### config.mk
export PLATFORM = sky130hd
export DESIGN_NAME = wshb_sdram_arbiter_flat
export DESIGN_NICKNAME = d
export VERILOG_FILES = /design/src/rtl/wshb_arb_pkg.sv /design/src/rtl/wshb_if.sv /design/src/rtl/wshb_mux2.sv /design/src/rtl/wshb_sdram_arbiter.sv /design/src/flat_wrapper.sv
export SDC_FILE = /design/constraint.sdc
export NUM_CORES = 1
export LEC_CHECK = 0
export CAP_MARGIN = 20
export CORE_AREA = 2 2 130 132
export CTS_CLUSTER_DIAMETER = 50
export DETAILED_ROUTE_END_ITERATION = 6
export DIE_AREA = 0 0 132 134
export PLACE_DENSITY = 0.56
export SLEW_MARGIN = 20
export SYNTH_ARGS = -nofsm -noshare
export SYNTH_HDL_FRONTEND = slang
export SYNTH_SLANG_ARGS = --single-unit
### constraint.sdc
create_clock -name sys_clk -period 4.55 [get_ports sys_clk]
set_input_delay 1.1375 -clock sys_clk [delete_from_list [all_inputs] [get_ports sys_clk]]
set_output_delay 1.1375 -clock sys_clk [all_outputs]
set_load 0.03 [all_outputs]
### src/rtl/wshb_arb_pkg.sv
// Shared types and sizing helpers for the two-master Wishbone SDRAM arbiter.
package wshb_arb_pkg;

    typedef enum logic [1:0] {
        IDLE     = 2'd0,
        GNT_VGA  = 2'd1,
        GNT_MIRE = 2'd2
    } arb_state_t;

    localparam int WB_DATA_BYTES = 4;
    localparam int WB_DW         = 8 * WB_DATA_BYTES;
    localparam int WB_AW         = 32;

    // Beat counter must hold values up to the larger quantum.
    function automatic int cnt_width(input int qa, input int qb);
        int qmax;
        qmax = (qa > qb) ? qa : qb;
        return $clog2(qmax + 1);
    endfunction

endpackage

### src/rtl/wshb_if.sv
// Classic Wishbone bus bundle with cti/bte, shared by masters and the SDRAM slave.
interface wshb_if #(parameter int DATA_BYTES = 4);

    logic                      cyc;
    logic                      stb;
    logic                      we;
    logic [31:0]               adr;
    logic [8*DATA_BYTES-1:0]   dat_ms;
    logic [8*DATA_BYTES-1:0]   dat_sm;
    logic [DATA_BYTES-1:0]     sel;
    logic [2:0]                cti;
    logic [1:0]                bte;
    logic                      ack;
    logic                      err;
    logic                      rty;

    modport master (
        output cyc, stb, we, adr, dat_ms, sel, cti, bte,
        input  dat_sm, ack, err, rty
    );

    modport slave (
        input  cyc, stb, we, adr, dat_ms, sel, cti, bte,
        output dat_sm, ack, err, rty
    );

endinterface

### src/rtl/wshb_mux2.sv
// Combinational steering between two Wishbone masters and one slave,
// selected by a one-hot grant (2'b01 = VGA, 2'b10 = mire, else nobody).
module wshb_mux2
    import wshb_arb_pkg::*;
(
    input  logic [1:0]          gnt,
    input  logic                vga_cyc,
    input  logic                vga_stb,
    input  logic                vga_we,
    input  logic [WB_AW-1:0]    vga_adr,
    input  logic [WB_DW-1:0]    vga_dat_ms,
    input  logic [WB_DATA_BYTES-1:0] vga_sel,
    input  logic [2:0]          vga_cti,
    input  logic [1:0]          vga_bte,
    input  logic                mire_cyc,
    input  logic                mire_stb,
    input  logic                mire_we,
    input  logic [WB_AW-1:0]    mire_adr,
    input  logic [WB_DW-1:0]    mire_dat_ms,
    input  logic [WB_DATA_BYTES-1:0] mire_sel,
    input  logic [2:0]          mire_cti,
    input  logic [1:0]          mire_bte,
    input  logic [WB_DW-1:0]    sdram_dat_sm,
    input  logic                sdram_ack,
    input  logic                sdram_err,
    input  logic                sdram_rty,
    output logic                sdram_cyc,
    output logic                sdram_stb,
    output logic                sdram_we,
    output logic [WB_AW-1:0]    sdram_adr,
    output logic [WB_DW-1:0]    sdram_dat_ms,
    output logic [WB_DATA_BYTES-1:0] sdram_sel,
    output logic [2:0]          sdram_cti,
    output logic [1:0]          sdram_bte,
    output logic [WB_DW-1:0]    vga_dat_sm,
    output logic                vga_ack,
    output logic                vga_err,
    output logic                vga_rty,
    output logic [WB_DW-1:0]    mire_dat_sm,
    output logic                mire_ack,
    output logic                mire_err,
    output logic                mire_rty
);

    // Read data is broadcast; only the granted master ever sees a termination.
    assign vga_dat_sm  = sdram_dat_sm;
    assign mire_dat_sm = sdram_dat_sm;

    // Route request fields to the slave and terminations back to the owner.
    always_comb begin
        sdram_cyc    = 1'b0;
        sdram_stb    = 1'b0;
        sdram_we     = 1'b0;
        sdram_adr    = {WB_AW{1'b0}};
        sdram_dat_ms = {WB_DW{1'b0}};
        sdram_sel    = {WB_DATA_BYTES{1'b0}};
        sdram_cti    = 3'b000;
        sdram_bte    = 2'b00;
        vga_ack      = 1'b0;
        vga_err      = 1'b0;
        vga_rty      = 1'b0;
        mire_ack     = 1'b0;
        mire_err     = 1'b0;
        mire_rty     = 1'b0;
        case (gnt)
            2'b01: begin
                sdram_cyc    = vga_cyc;
                sdram_stb    = vga_stb & vga_cyc;
                sdram_we     = vga_we;
                sdram_adr    = vga_adr;
                sdram_dat_ms = vga_dat_ms;
                sdram_sel    = vga_sel;
                sdram_cti    = vga_cti;
                sdram_bte    = vga_bte;
                vga_ack      = sdram_ack;
                vga_err      = sdram_err;
                vga_rty      = sdram_rty;
            end
            2'b10: begin
                sdram_cyc    = mire_cyc;
                sdram_stb    = mire_stb & mire_cyc;
                sdram_we     = mire_we;
                sdram_adr    = mire_adr;
                sdram_dat_ms = mire_dat_ms;
                sdram_sel    = mire_sel;
                sdram_cti    = mire_cti;
                sdram_bte    = mire_bte;
                mire_ack     = sdram_ack;
                mire_err     = sdram_err;
                mire_rty     = sdram_rty;
            end
            default: begin
                sdram_cyc    = 1'b0;
                sdram_stb    = 1'b0;
            end
        endcase
    end

endmodule

### src/rtl/wshb_sdram_arbiter.sv
// Two-master Wishbone arbiter sharing the SDRAM port between the VGA reader
// and the mire writer, with per-master beat quantums to bound waiting time.
module wshb_sdram_arbiter
    import wshb_arb_pkg::*;
#(
    parameter int QUANTUM_VGA  = 64,
    parameter int QUANTUM_MIRE = 16
)(
    input  logic    sys_clk,
    input  logic    sys_rst,
    wshb_if.slave   wshb_ifs_vga,
    wshb_if.slave   wshb_ifs_mire,
    wshb_if.master  wshb_ifm_sdram,
    output logic    gnt_vga,
    output logic    gnt_mire
);

    localparam int CNT_W = cnt_width(QUANTUM_VGA, QUANTUM_MIRE);
    localparam logic [CNT_W-1:0] LAST_VGA  = CNT_W'(QUANTUM_VGA - 1);
    localparam logic [CNT_W-1:0] LAST_MIRE = CNT_W'(QUANTUM_MIRE - 1);

    arb_state_t         state_r;
    arb_state_t         state_s;
    logic [CNT_W-1:0]   cnt_r;
    logic [CNT_W-1:0]   cnt_s;
    logic               pref_mire_r;
    logic               pref_mire_s;
    logic               gnt_vga_r;
    logic               gnt_mire_r;
    logic [1:0]         sel_s;
    logic               term_s;

    logic               sdram_cyc_s;
    logic               sdram_stb_s;
    logic               sdram_we_s;
    logic [WB_AW-1:0]   sdram_adr_s;
    logic [WB_DW-1:0]   sdram_dat_ms_s;
    logic [WB_DATA_BYTES-1:0] sdram_sel_s;
    logic [2:0]         sdram_cti_s;
    logic [1:0]         sdram_bte_s;
    logic [WB_DW-1:0]   vga_dat_sm_s;
    logic               vga_ack_s;
    logic               vga_err_s;
    logic               vga_rty_s;
    logic [WB_DW-1:0]   mire_dat_sm_s;
    logic               mire_ack_s;
    logic               mire_err_s;
    logic               mire_rty_s;

    // Steering select; reset masks the bus in the very cycle it is asserted.
    always_comb begin
        sel_s = 2'b00;
        if (sys_rst) begin
            sel_s = 2'b00;
        end else begin
            case (state_r)
                GNT_VGA:  sel_s = 2'b01;
                GNT_MIRE: sel_s = 2'b10;
                default:  sel_s = 2'b00;
            endcase
        end
    end

    wshb_mux2 u_mux (
        .gnt          (sel_s),
        .vga_cyc      (wshb_ifs_vga.cyc),
        .vga_stb      (wshb_ifs_vga.stb),
        .vga_we       (wshb_ifs_vga.we),
        .vga_adr      (wshb_ifs_vga.adr),
        .vga_dat_ms   (wshb_ifs_vga.dat_ms),
        .vga_sel      (wshb_ifs_vga.sel),
        .vga_cti      (wshb_ifs_vga.cti),
        .vga_bte      (wshb_ifs_vga.bte),
        .mire_cyc     (wshb_ifs_mire.cyc),
        .mire_stb     (wshb_ifs_mire.stb),
        .mire_we      (wshb_ifs_mire.we),
        .mire_adr     (wshb_ifs_mire.adr),
        .mire_dat_ms  (wshb_ifs_mire.dat_ms),
        .mire_sel     (wshb_ifs_mire.sel),
        .mire_cti     (wshb_ifs_mire.cti),
        .mire_bte     (wshb_ifs_mire.bte),
        .sdram_dat_sm (wshb_ifm_sdram.dat_sm),
        .sdram_ack    (wshb_ifm_sdram.ack),
        .sdram_err    (wshb_ifm_sdram.err),
        .sdram_rty    (wshb_ifm_sdram.rty),
        .sdram_cyc    (sdram_cyc_s),
        .sdram_stb    (sdram_stb_s),
        .sdram_we     (sdram_we_s),
        .sdram_adr    (sdram_adr_s),
        .sdram_dat_ms (sdram_dat_ms_s),
        .sdram_sel    (sdram_sel_s),
        .sdram_cti    (sdram_cti_s),
        .sdram_bte    (sdram_bte_s),
        .vga_dat_sm   (vga_dat_sm_s),
        .vga_ack      (vga_ack_s),
        .vga_err      (vga_err_s),
        .vga_rty      (vga_rty_s),
        .mire_dat_sm  (mire_dat_sm_s),
        .mire_ack     (mire_ack_s),
        .mire_err     (mire_err_s),
        .mire_rty     (mire_rty_s)
    );

    assign wshb_ifm_sdram.cyc    = sdram_cyc_s;
    assign wshb_ifm_sdram.stb    = sdram_stb_s;
    assign wshb_ifm_sdram.we     = sdram_we_s;
    assign wshb_ifm_sdram.adr    = sdram_adr_s;
    assign wshb_ifm_sdram.dat_ms = sdram_dat_ms_s;
    assign wshb_ifm_sdram.sel    = sdram_sel_s;
    assign wshb_ifm_sdram.cti    = sdram_cti_s;
    assign wshb_ifm_sdram.bte    = sdram_bte_s;
    assign wshb_ifs_vga.dat_sm   = vga_dat_sm_s;
    assign wshb_ifs_vga.ack      = vga_ack_s;
    assign wshb_ifs_vga.err      = vga_err_s;
    assign wshb_ifs_vga.rty      = vga_rty_s;
    assign wshb_ifs_mire.dat_sm  = mire_dat_sm_s;
    assign wshb_ifs_mire.ack     = mire_ack_s;
    assign wshb_ifs_mire.err     = mire_err_s;
    assign wshb_ifs_mire.rty     = mire_rty_s;

    // A forwarded beat ends on any of ack/err/rty.
    assign term_s = sdram_cyc_s & sdram_stb_s &
                    (wshb_ifm_sdram.ack | wshb_ifm_sdram.err | wshb_ifm_sdram.rty);

    // Next-state, beat counter and post-preemption preference.
    always_comb begin
        state_s     = state_r;
        cnt_s       = cnt_r;
        pref_mire_s = pref_mire_r;
        case (state_r)
            IDLE: begin
                cnt_s       = {CNT_W{1'b0}};
                pref_mire_s = 1'b0;
                if (pref_mire_r && wshb_ifs_mire.cyc) begin
                    state_s = GNT_MIRE;
                end else if (wshb_ifs_vga.cyc) begin
                    state_s = GNT_VGA;
                end else if (wshb_ifs_mire.cyc) begin
                    state_s = GNT_MIRE;
                end else begin
                    state_s = IDLE;
                end
            end
            GNT_VGA: begin
                if (!wshb_ifs_vga.cyc) begin
                    state_s = IDLE;
                    cnt_s   = {CNT_W{1'b0}};
                end else if (term_s) begin
                    if (cnt_r == LAST_VGA) begin
                        cnt_s = {CNT_W{1'b0}};
                        if (wshb_ifs_mire.cyc) begin
                            state_s     = IDLE;
                            pref_mire_s = 1'b1;
                        end else begin
                            state_s = GNT_VGA;
                        end
                    end else begin
                        cnt_s = cnt_r + {{(CNT_W-1){1'b0}}, 1'b1};
                    end
                end else begin
                    cnt_s = cnt_r;
                end
            end
            GNT_MIRE: begin
                // VGA already wins ties, so a mire expiry needs no preference flag.
                if (!wshb_ifs_mire.cyc) begin
                    state_s = IDLE;
                    cnt_s   = {CNT_W{1'b0}};
                end else if (term_s) begin
                    if (cnt_r == LAST_MIRE) begin
                        cnt_s = {CNT_W{1'b0}};
                        if (wshb_ifs_vga.cyc) begin
                            state_s = IDLE;
                        end else begin
                            state_s = GNT_MIRE;
                        end
                    end else begin
                        cnt_s = cnt_r + {{(CNT_W-1){1'b0}}, 1'b1};
                    end
                end else begin
                    cnt_s = cnt_r;
                end
            end
            default: begin
                state_s     = IDLE;
                cnt_s       = {CNT_W{1'b0}};
                pref_mire_s = 1'b0;
            end
        endcase
    end

    // State, counter and registered grant flags.
    always_ff @(posedge sys_clk) begin
        if (sys_rst) begin
            state_r     <= IDLE;
            cnt_r       <= {CNT_W{1'b0}};
            pref_mire_r <= 1'b0;
            gnt_vga_r   <= 1'b0;
            gnt_mire_r  <= 1'b0;
        end else begin
            state_r     <= state_s;
            cnt_r       <= cnt_s;
            pref_mire_r <= pref_mire_s;
            gnt_vga_r   <= (state_s == GNT_VGA);
            gnt_mire_r  <= (state_s == GNT_MIRE);
        end
    end

    assign gnt_vga  = gnt_vga_r;
    assign gnt_mire = gnt_mire_r;

endmodule

### src/flat_wrapper.sv
// flat-port wrapper written by rule: the top's interface ports become plain ports
module wshb_sdram_arbiter_flat import wshb_arb_pkg::*;
#(
    parameter int QUANTUM_VGA  = 64,
    parameter int QUANTUM_MIRE = 16
)
  (sys_clk, sys_rst, gnt_vga, gnt_mire, wshb_ifs_vga_cyc, wshb_ifs_vga_stb, wshb_ifs_vga_we, wshb_ifs_vga_adr, wshb_ifs_vga_dat_ms, wshb_ifs_vga_sel, wshb_ifs_vga_cti, wshb_ifs_vga_bte, wshb_ifs_vga_dat_sm, wshb_ifs_vga_ack, wshb_ifs_vga_err, wshb_ifs_vga_rty, wshb_ifs_mire_cyc, wshb_ifs_mire_stb, wshb_ifs_mire_we, wshb_ifs_mire_adr, wshb_ifs_mire_dat_ms, wshb_ifs_mire_sel, wshb_ifs_mire_cti, wshb_ifs_mire_bte, wshb_ifs_mire_dat_sm, wshb_ifs_mire_ack, wshb_ifs_mire_err, wshb_ifs_mire_rty, wshb_ifm_sdram_cyc, wshb_ifm_sdram_stb, wshb_ifm_sdram_we, wshb_ifm_sdram_adr, wshb_ifm_sdram_dat_ms, wshb_ifm_sdram_sel, wshb_ifm_sdram_cti, wshb_ifm_sdram_bte, wshb_ifm_sdram_dat_sm, wshb_ifm_sdram_ack, wshb_ifm_sdram_err, wshb_ifm_sdram_rty);
  wshb_if #(.DATA_BYTES(4)) wshb_ifs_vga_i ();
  wshb_if #(.DATA_BYTES(4)) wshb_ifs_mire_i ();
  wshb_if #(.DATA_BYTES(4)) wshb_ifm_sdram_i ();
  input  logic sys_clk;
  input  logic sys_rst;
  output logic gnt_vga;
  output logic gnt_mire;
  input wire logic [$bits(wshb_ifs_vga_i.cyc)-1:0] wshb_ifs_vga_cyc;
  input wire logic [$bits(wshb_ifs_vga_i.stb)-1:0] wshb_ifs_vga_stb;
  input wire logic [$bits(wshb_ifs_vga_i.we)-1:0] wshb_ifs_vga_we;
  input wire logic [$bits(wshb_ifs_vga_i.adr)-1:0] wshb_ifs_vga_adr;
  input wire logic [$bits(wshb_ifs_vga_i.dat_ms)-1:0] wshb_ifs_vga_dat_ms;
  input wire logic [$bits(wshb_ifs_vga_i.sel)-1:0] wshb_ifs_vga_sel;
  input wire logic [$bits(wshb_ifs_vga_i.cti)-1:0] wshb_ifs_vga_cti;
  input wire logic [$bits(wshb_ifs_vga_i.bte)-1:0] wshb_ifs_vga_bte;
  output wire logic [$bits(wshb_ifs_vga_i.dat_sm)-1:0] wshb_ifs_vga_dat_sm;
  output wire logic [$bits(wshb_ifs_vga_i.ack)-1:0] wshb_ifs_vga_ack;
  output wire logic [$bits(wshb_ifs_vga_i.err)-1:0] wshb_ifs_vga_err;
  output wire logic [$bits(wshb_ifs_vga_i.rty)-1:0] wshb_ifs_vga_rty;
  input wire logic [$bits(wshb_ifs_mire_i.cyc)-1:0] wshb_ifs_mire_cyc;
  input wire logic [$bits(wshb_ifs_mire_i.stb)-1:0] wshb_ifs_mire_stb;
  input wire logic [$bits(wshb_ifs_mire_i.we)-1:0] wshb_ifs_mire_we;
  input wire logic [$bits(wshb_ifs_mire_i.adr)-1:0] wshb_ifs_mire_adr;
  input wire logic [$bits(wshb_ifs_mire_i.dat_ms)-1:0] wshb_ifs_mire_dat_ms;
  input wire logic [$bits(wshb_ifs_mire_i.sel)-1:0] wshb_ifs_mire_sel;
  input wire logic [$bits(wshb_ifs_mire_i.cti)-1:0] wshb_ifs_mire_cti;
  input wire logic [$bits(wshb_ifs_mire_i.bte)-1:0] wshb_ifs_mire_bte;
  output wire logic [$bits(wshb_ifs_mire_i.dat_sm)-1:0] wshb_ifs_mire_dat_sm;
  output wire logic [$bits(wshb_ifs_mire_i.ack)-1:0] wshb_ifs_mire_ack;
  output wire logic [$bits(wshb_ifs_mire_i.err)-1:0] wshb_ifs_mire_err;
  output wire logic [$bits(wshb_ifs_mire_i.rty)-1:0] wshb_ifs_mire_rty;
  output wire logic [$bits(wshb_ifm_sdram_i.cyc)-1:0] wshb_ifm_sdram_cyc;
  output wire logic [$bits(wshb_ifm_sdram_i.stb)-1:0] wshb_ifm_sdram_stb;
  output wire logic [$bits(wshb_ifm_sdram_i.we)-1:0] wshb_ifm_sdram_we;
  output wire logic [$bits(wshb_ifm_sdram_i.adr)-1:0] wshb_ifm_sdram_adr;
  output wire logic [$bits(wshb_ifm_sdram_i.dat_ms)-1:0] wshb_ifm_sdram_dat_ms;
  output wire logic [$bits(wshb_ifm_sdram_i.sel)-1:0] wshb_ifm_sdram_sel;
  output wire logic [$bits(wshb_ifm_sdram_i.cti)-1:0] wshb_ifm_sdram_cti;
  output wire logic [$bits(wshb_ifm_sdram_i.bte)-1:0] wshb_ifm_sdram_bte;
  input wire logic [$bits(wshb_ifm_sdram_i.dat_sm)-1:0] wshb_ifm_sdram_dat_sm;
  input wire logic [$bits(wshb_ifm_sdram_i.ack)-1:0] wshb_ifm_sdram_ack;
  input wire logic [$bits(wshb_ifm_sdram_i.err)-1:0] wshb_ifm_sdram_err;
  input wire logic [$bits(wshb_ifm_sdram_i.rty)-1:0] wshb_ifm_sdram_rty;
  assign wshb_ifs_vga_i.cyc = wshb_ifs_vga_cyc;
  assign wshb_ifs_vga_i.stb = wshb_ifs_vga_stb;
  assign wshb_ifs_vga_i.we = wshb_ifs_vga_we;
  assign wshb_ifs_vga_i.adr = wshb_ifs_vga_adr;
  assign wshb_ifs_vga_i.dat_ms = wshb_ifs_vga_dat_ms;
  assign wshb_ifs_vga_i.sel = wshb_ifs_vga_sel;
  assign wshb_ifs_vga_i.cti = wshb_ifs_vga_cti;
  assign wshb_ifs_vga_i.bte = wshb_ifs_vga_bte;
  assign wshb_ifs_vga_dat_sm = wshb_ifs_vga_i.dat_sm;
  assign wshb_ifs_vga_ack = wshb_ifs_vga_i.ack;
  assign wshb_ifs_vga_err = wshb_ifs_vga_i.err;
  assign wshb_ifs_vga_rty = wshb_ifs_vga_i.rty;
  assign wshb_ifs_mire_i.cyc = wshb_ifs_mire_cyc;
  assign wshb_ifs_mire_i.stb = wshb_ifs_mire_stb;
  assign wshb_ifs_mire_i.we = wshb_ifs_mire_we;
  assign wshb_ifs_mire_i.adr = wshb_ifs_mire_adr;
  assign wshb_ifs_mire_i.dat_ms = wshb_ifs_mire_dat_ms;
  assign wshb_ifs_mire_i.sel = wshb_ifs_mire_sel;
  assign wshb_ifs_mire_i.cti = wshb_ifs_mire_cti;
  assign wshb_ifs_mire_i.bte = wshb_ifs_mire_bte;
  assign wshb_ifs_mire_dat_sm = wshb_ifs_mire_i.dat_sm;
  assign wshb_ifs_mire_ack = wshb_ifs_mire_i.ack;
  assign wshb_ifs_mire_err = wshb_ifs_mire_i.err;
  assign wshb_ifs_mire_rty = wshb_ifs_mire_i.rty;
  assign wshb_ifm_sdram_cyc = wshb_ifm_sdram_i.cyc;
  assign wshb_ifm_sdram_stb = wshb_ifm_sdram_i.stb;
  assign wshb_ifm_sdram_we = wshb_ifm_sdram_i.we;
  assign wshb_ifm_sdram_adr = wshb_ifm_sdram_i.adr;
  assign wshb_ifm_sdram_dat_ms = wshb_ifm_sdram_i.dat_ms;
  assign wshb_ifm_sdram_sel = wshb_ifm_sdram_i.sel;
  assign wshb_ifm_sdram_cti = wshb_ifm_sdram_i.cti;
  assign wshb_ifm_sdram_bte = wshb_ifm_sdram_i.bte;
  assign wshb_ifm_sdram_i.dat_sm = wshb_ifm_sdram_dat_sm;
  assign wshb_ifm_sdram_i.ack = wshb_ifm_sdram_ack;
  assign wshb_ifm_sdram_i.err = wshb_ifm_sdram_err;
  assign wshb_ifm_sdram_i.rty = wshb_ifm_sdram_rty;
  wshb_sdram_arbiter #(.QUANTUM_VGA(QUANTUM_VGA), .QUANTUM_MIRE(QUANTUM_MIRE)) u_core (.sys_clk(sys_clk), .sys_rst(sys_rst), .wshb_ifs_vga(wshb_ifs_vga_i), .wshb_ifs_mire(wshb_ifs_mire_i), .wshb_ifm_sdram(wshb_ifm_sdram_i), .gnt_vga(gnt_vga), .gnt_mire(gnt_mire));
endmodule
==> out/metrics.sh <==
STATUS='complete, no violations'
POWER.IR.VDD_WORST_uV=127
FMAXACHIEVABLE_MHz=234
MET2WIRELENGTH_MM=5.66
LEAKAGEPOWER_nW=1.61
SYNTH.FF_LATCH_COUNT=12
SLEW_VIOLATIONS=0
CLOCKPOWERSHARE_PCT=32.1
SYN-INSTANCE-COUNT=359
GRTUSAGETOTAL_PCT=12.1
CRITICAL-PATH-MAX-STAGE-DELAY_PS=440
NETSWITCHINGFRACTION_PCT=28.4
ROUTEDLENGTHMET1_MM=4.45
AREA_DELTA_SYNTH_FINAL_PCT=88.3
FINAL_NET_COUNT=714
HOLD_VIOLATIONS=0
SHARE_COMB_OF_TOTAL_POWER_PCT=48.1
CRIT_FANOUT=40
DIE_X_UM=132
WORST_R2R_STARTPOINT='u_core.state_r[0]$_SDFF_PP0_'
POST_CTS_RESIZE_COUNT=0
CRITICAL-PATH-TOP-DELAY-FAMILY='buffers and inverters'
DESIGN.DIE.AREA_UM2=17700
PRECTSSETUPSLACK_PS=262
TOTAL_VIA_COUNT_AFTER_DETAILED_ROUTING=3207
CORE-AREA_UM2=16300
NFILLCELLS=1765
GLOBAL_ROUTE_WIRE_LENGTH_BEFORE_REPAIR_MM=17.4
SYNTH.YOSYS.WARNINGS=0
CRITICAL_PATH.STARTPOINT='sys_rst'
CLK-INSERTION-DELAY-LATE_PS=240
FIRST_PASS_ITERS=5
NUMBER_OF_BUFFERS_ADDED_BY_THE_CLOCK_TREE_SYNTHESIS_STEP=3
P_SW_mW=0.159
ANTENNADIODECOUNT=0
POSTCTSSETUPBUFFERS=0
GLOBALROUTE.TOTALOVERFLOW=0
DETAILED_PLACE.AREA_UM2=4400
INTERNAL_PWR_TOTAL_mW=0.402
POST_SYNTH_MUX_AREA_SHARE_PCT=0.420
FINAL_LAYOUT_SIZE_SUFFIX_GT1_SHARE_PCT=18.0
SYNTH_AREA_PER_CELL_UM2=6.64
CRITICALPATHCATEGORY='in2out'
FINAL.SETUP.TNS_PS=0
HOLD_FIX_BUFFERS_CTS=0
YOSYS.AREA_SHARE.SIMPLE_PCT=26.5
CRITICAL_PATH_BUF_INV_COUNT=4
SYNTH-SEQ-AREA-SHARE_PCT=10.1
GPL.FINAL_WEIGHTED_CONGESTION=0.761
HOLD_CLASS='reg2reg'
DOMINANT_COMBINATIONAL_CELL_FAMILY_BY_AREA_AFTER_SYNTHESIS='compound AO/OA/AOI/OAI gates'
ANTENNA_FOUND_INITIAL=1
POWER.DENSITY_nW_PER_UM2=125
SYNTH.TOP_CELL.AREA_SHARE_PCT=23.6
WIRE_PER_INST_UM=16.1
DETAIL-ROUTE-ANTENNA-NETS=0
CTS-ROOT-TO-SINK-BUFFERS=2
SYNTHTOPCELLSBYAREA='sky130_fd_sc_hd__a22oi_1 (24%), sky130_fd_sc_hd__buf_4 (20%), sky130_fd_sc_hd__nor2_1 (13%)'
SYNTH-COMPOUND-AREA-SHARE_PCT=32.6
HOLDCRITSTARTPOINT='u_core.cnt_r[1]$_SDFFE_PP0P_'
WORSTMARGINPINSLEW_PS=507
LAYOUT_WORST_PATH_CYCLE_SHARE_PCT=94.0
CRITICAL_PATH_AT_PS=3140
HIGHEST-SIGNAL-LAYER='met4'
EFFECTIVE_UTILIZATION_AT_FLOORPLAN_PCT=14.6
RELSLEWSLACK_PCT=66.1
PLACE_HPWL_MM=9.72
CP_CELL_SEQUENCE='clkdlybuf4s50_1 -> nand2b_1 -> inv_1 -> ha_2 -> buf_4 -> a22oi_1 -> nor2_1 -> buf_12'
GRT_START_MAX_NET_PINS=41
ENDPOINTS_FAILING_SETUP=0
DRC=0
AGGREGATE_ROUTED_WIRE_LENGTH_MM=11.8
FINALWORSTSETUPSLACK_PS=271
CP_SLOWEST_CELL='sky130_fd_sc_hd__clkdlybuf4s50_1'
RSZ0062_AT_GRT='false'
CRIT_PATH_REQUIRED_TIME_PS=3410
SYNTH_NETS=556
FINAL_CRITICAL_DELAY_INCLUDING_SETUP_AND_EXTERNAL_DELAYS_PS=4280
FIRST_GLOBAL_VIAS=3066
FINISH.UTILIZATION_PCT=27.6
STDCELL_AREA_UM2=4490
TIMING.CLOCK.SKEW_PS=1.21
VIOLATION_COUNT_AFTER_THE_FIRST_DETAILED_ROUTE_ITERATION=145
NUMBER_OF_MAX_CAPACITANCE_VIOLATIONS_REPORTED=0
CTSROOTBUFFERMASTER='sky130_fd_sc_hd__clkbuf_16'
CTS_HTREE_LEVELS=1
IOS=337
SHARE_SEQ_OF_TOTAL_POWER_PCT=19.9
POST_SYNTH_FA_HA_MAJ_AREA_FRACTION_PCT=4.20
WORST_CASE_HOLD_SLACK_PS=484
DIE_HEIGHT_UM=134
ROWS=47
SYNTH_TOP_AREA_CELL='sky130_fd_sc_hd__a22oi_1'
AVGVIACOUNTPERCELL=4.36
WL_MET3_MM=1.36
NETLIST-CELL-TYPE-COUNT=40
CLKTRANSATPATHREGS_PS=40
ENDPOINT_KIND='output pin'
POST_SYNTH_INSTANCE_AREA_UM2=2380
TRITONCTS='yes'
STARTPOINT_TYPE='input port'
CLOCK_SINKS=12
YOSYS.AREA_SHARE.XOR_XNOR_PCT=0
PLACE.PORT_BUFFERS=240
[registers in the layout, summed over array words and instances, names as in the netlist]
register            flops
u_core.cnt_r            7
u_core.gnt_mire         1
u_core.gnt_vga          1
u_core.pref_mire_r      1
u_core.state_r          2
[worst paths after layout]
path	end	slack (ps)	depth (start not counted)
max reg2reg	u_core.gnt_vga$_SDFF_PP0_	1870	10
min reg2reg	u_core.cnt_r[1]$_SDFFE_PP0P_	480	2
min	u_core.cnt_r[1]$_SDFFE_PP0P_	480	2
max	wshb_ifm_sdram_adr[16]	270	8
[cell usage in the layout, fill, tap and decap left out, drive strengths merged, types with 2 or more instances in the layout]
| cell type | n |
|---|---|
| buf | 80 |
| nand2b | 2 |
| a31oi | 6 |
| a21oi | 5 |
| o211ai | 5 |
| nand3 | 12 |
| nand3b | 3 |
| nand4b | 4 |
| clkdlybuf4s50 | 167 |
| a22oi | 75 |
| a21boi | 2 |
| or2 | 2 |
| clkbuf | 4 |
| nor3 | 3 |
| ha | 8 |
| inv | 7 |
| and2 | 10 |
| nor2 | 82 |
| nand2 | 14 |
| dfxtp | 12 |
[power by group through the flow]
stage | registers (mW) | logic, mW | clock network (mW)
detailed placement | 0.113 | 0.270 | 0
global route | 0.112 | 0.290 | 0.190
CTS | 0.111 | 0.271 | 0.185
floorplan | 0.115 | 0.196 | 0
global placement | 0.113 | 0.268 | 0
finish | 0.112 | 0.270 | 0.180
[cells in the mapped netlist, drive strengths merged]
library cell / n
nor2: 82
mux2i: 1
nand4b: 4
inv: 7
nand2: 14
or2: 2
o211ai: 5
o21ai: 1
o31ai: 1
nand2b: 2
o311ai: 1
buf: 73
o221ai: 1
or3: 1
nand3b: 3
ha: 8
a21oi: 5
a21boi: 2
o41a: 1
and3: 1
and4: 1
o41ai: 1
a22oi: 75
o311a: 1
and2: 10
nor3: 3
clkbuf: 21
dfxtp: 12
o211a: 1
nand3: 12
a211o: 1
a31oi: 6
[worst register-to-register path, stage by stage (launching register included)]
cell                       delay [ps]
sky130_fd_sc_hd__dfxtp_1          460
sky130_fd_sc_hd__inv_1            130
sky130_fd_sc_hd__ha_1             220
sky130_fd_sc_hd__nand2b_1         100
sky130_fd_sc_hd__inv_1             50
sky130_fd_sc_hd__ha_2             350
sky130_fd_sc_hd__nand4b_1         290
sky130_fd_sc_hd__a21oi_4          290
sky130_fd_sc_hd__o211ai_1         190
sky130_fd_sc_hd__a211o_1          350
sky130_fd_sc_hd__o311a_1          130
[metrics by stage]
step	cells	power, mW
finish	736	0.561
global route	736	0.592
CTS	736	0.568
detailed placement	732	0.383
global placement	732	0.381
floorplan	359	0.311
[area by class of cell]
cell class              instances  area [um2]  share of cell area (%)
clock buffers                   4        88.8                    1.98
inverters                       7        26.3                   0.585
multi-input cells             246        1520                    33.9
flip-flops and latches         12         240                    5.35
well taps                     220         275                    6.13
repair buffers                247        2330                    52.0
[metal layers]
layer,vias up,global-route usage [%]
li1,1528,-
met1,1447,13.9
met2,197,20.2
met3,35,4.95
met4,0,3.99
met5,-,0
[kinds of logic after synthesis]
logic type,after synthesis
AND/OR/NAND/NOR,135
multiplexers,1
AO/OA/AOI/OAI,102
flip-flops,12
buffers and inverters,101
adder cells (fa/ha/maj),8
Note: power is estimated with default switching activity, not from simulation.
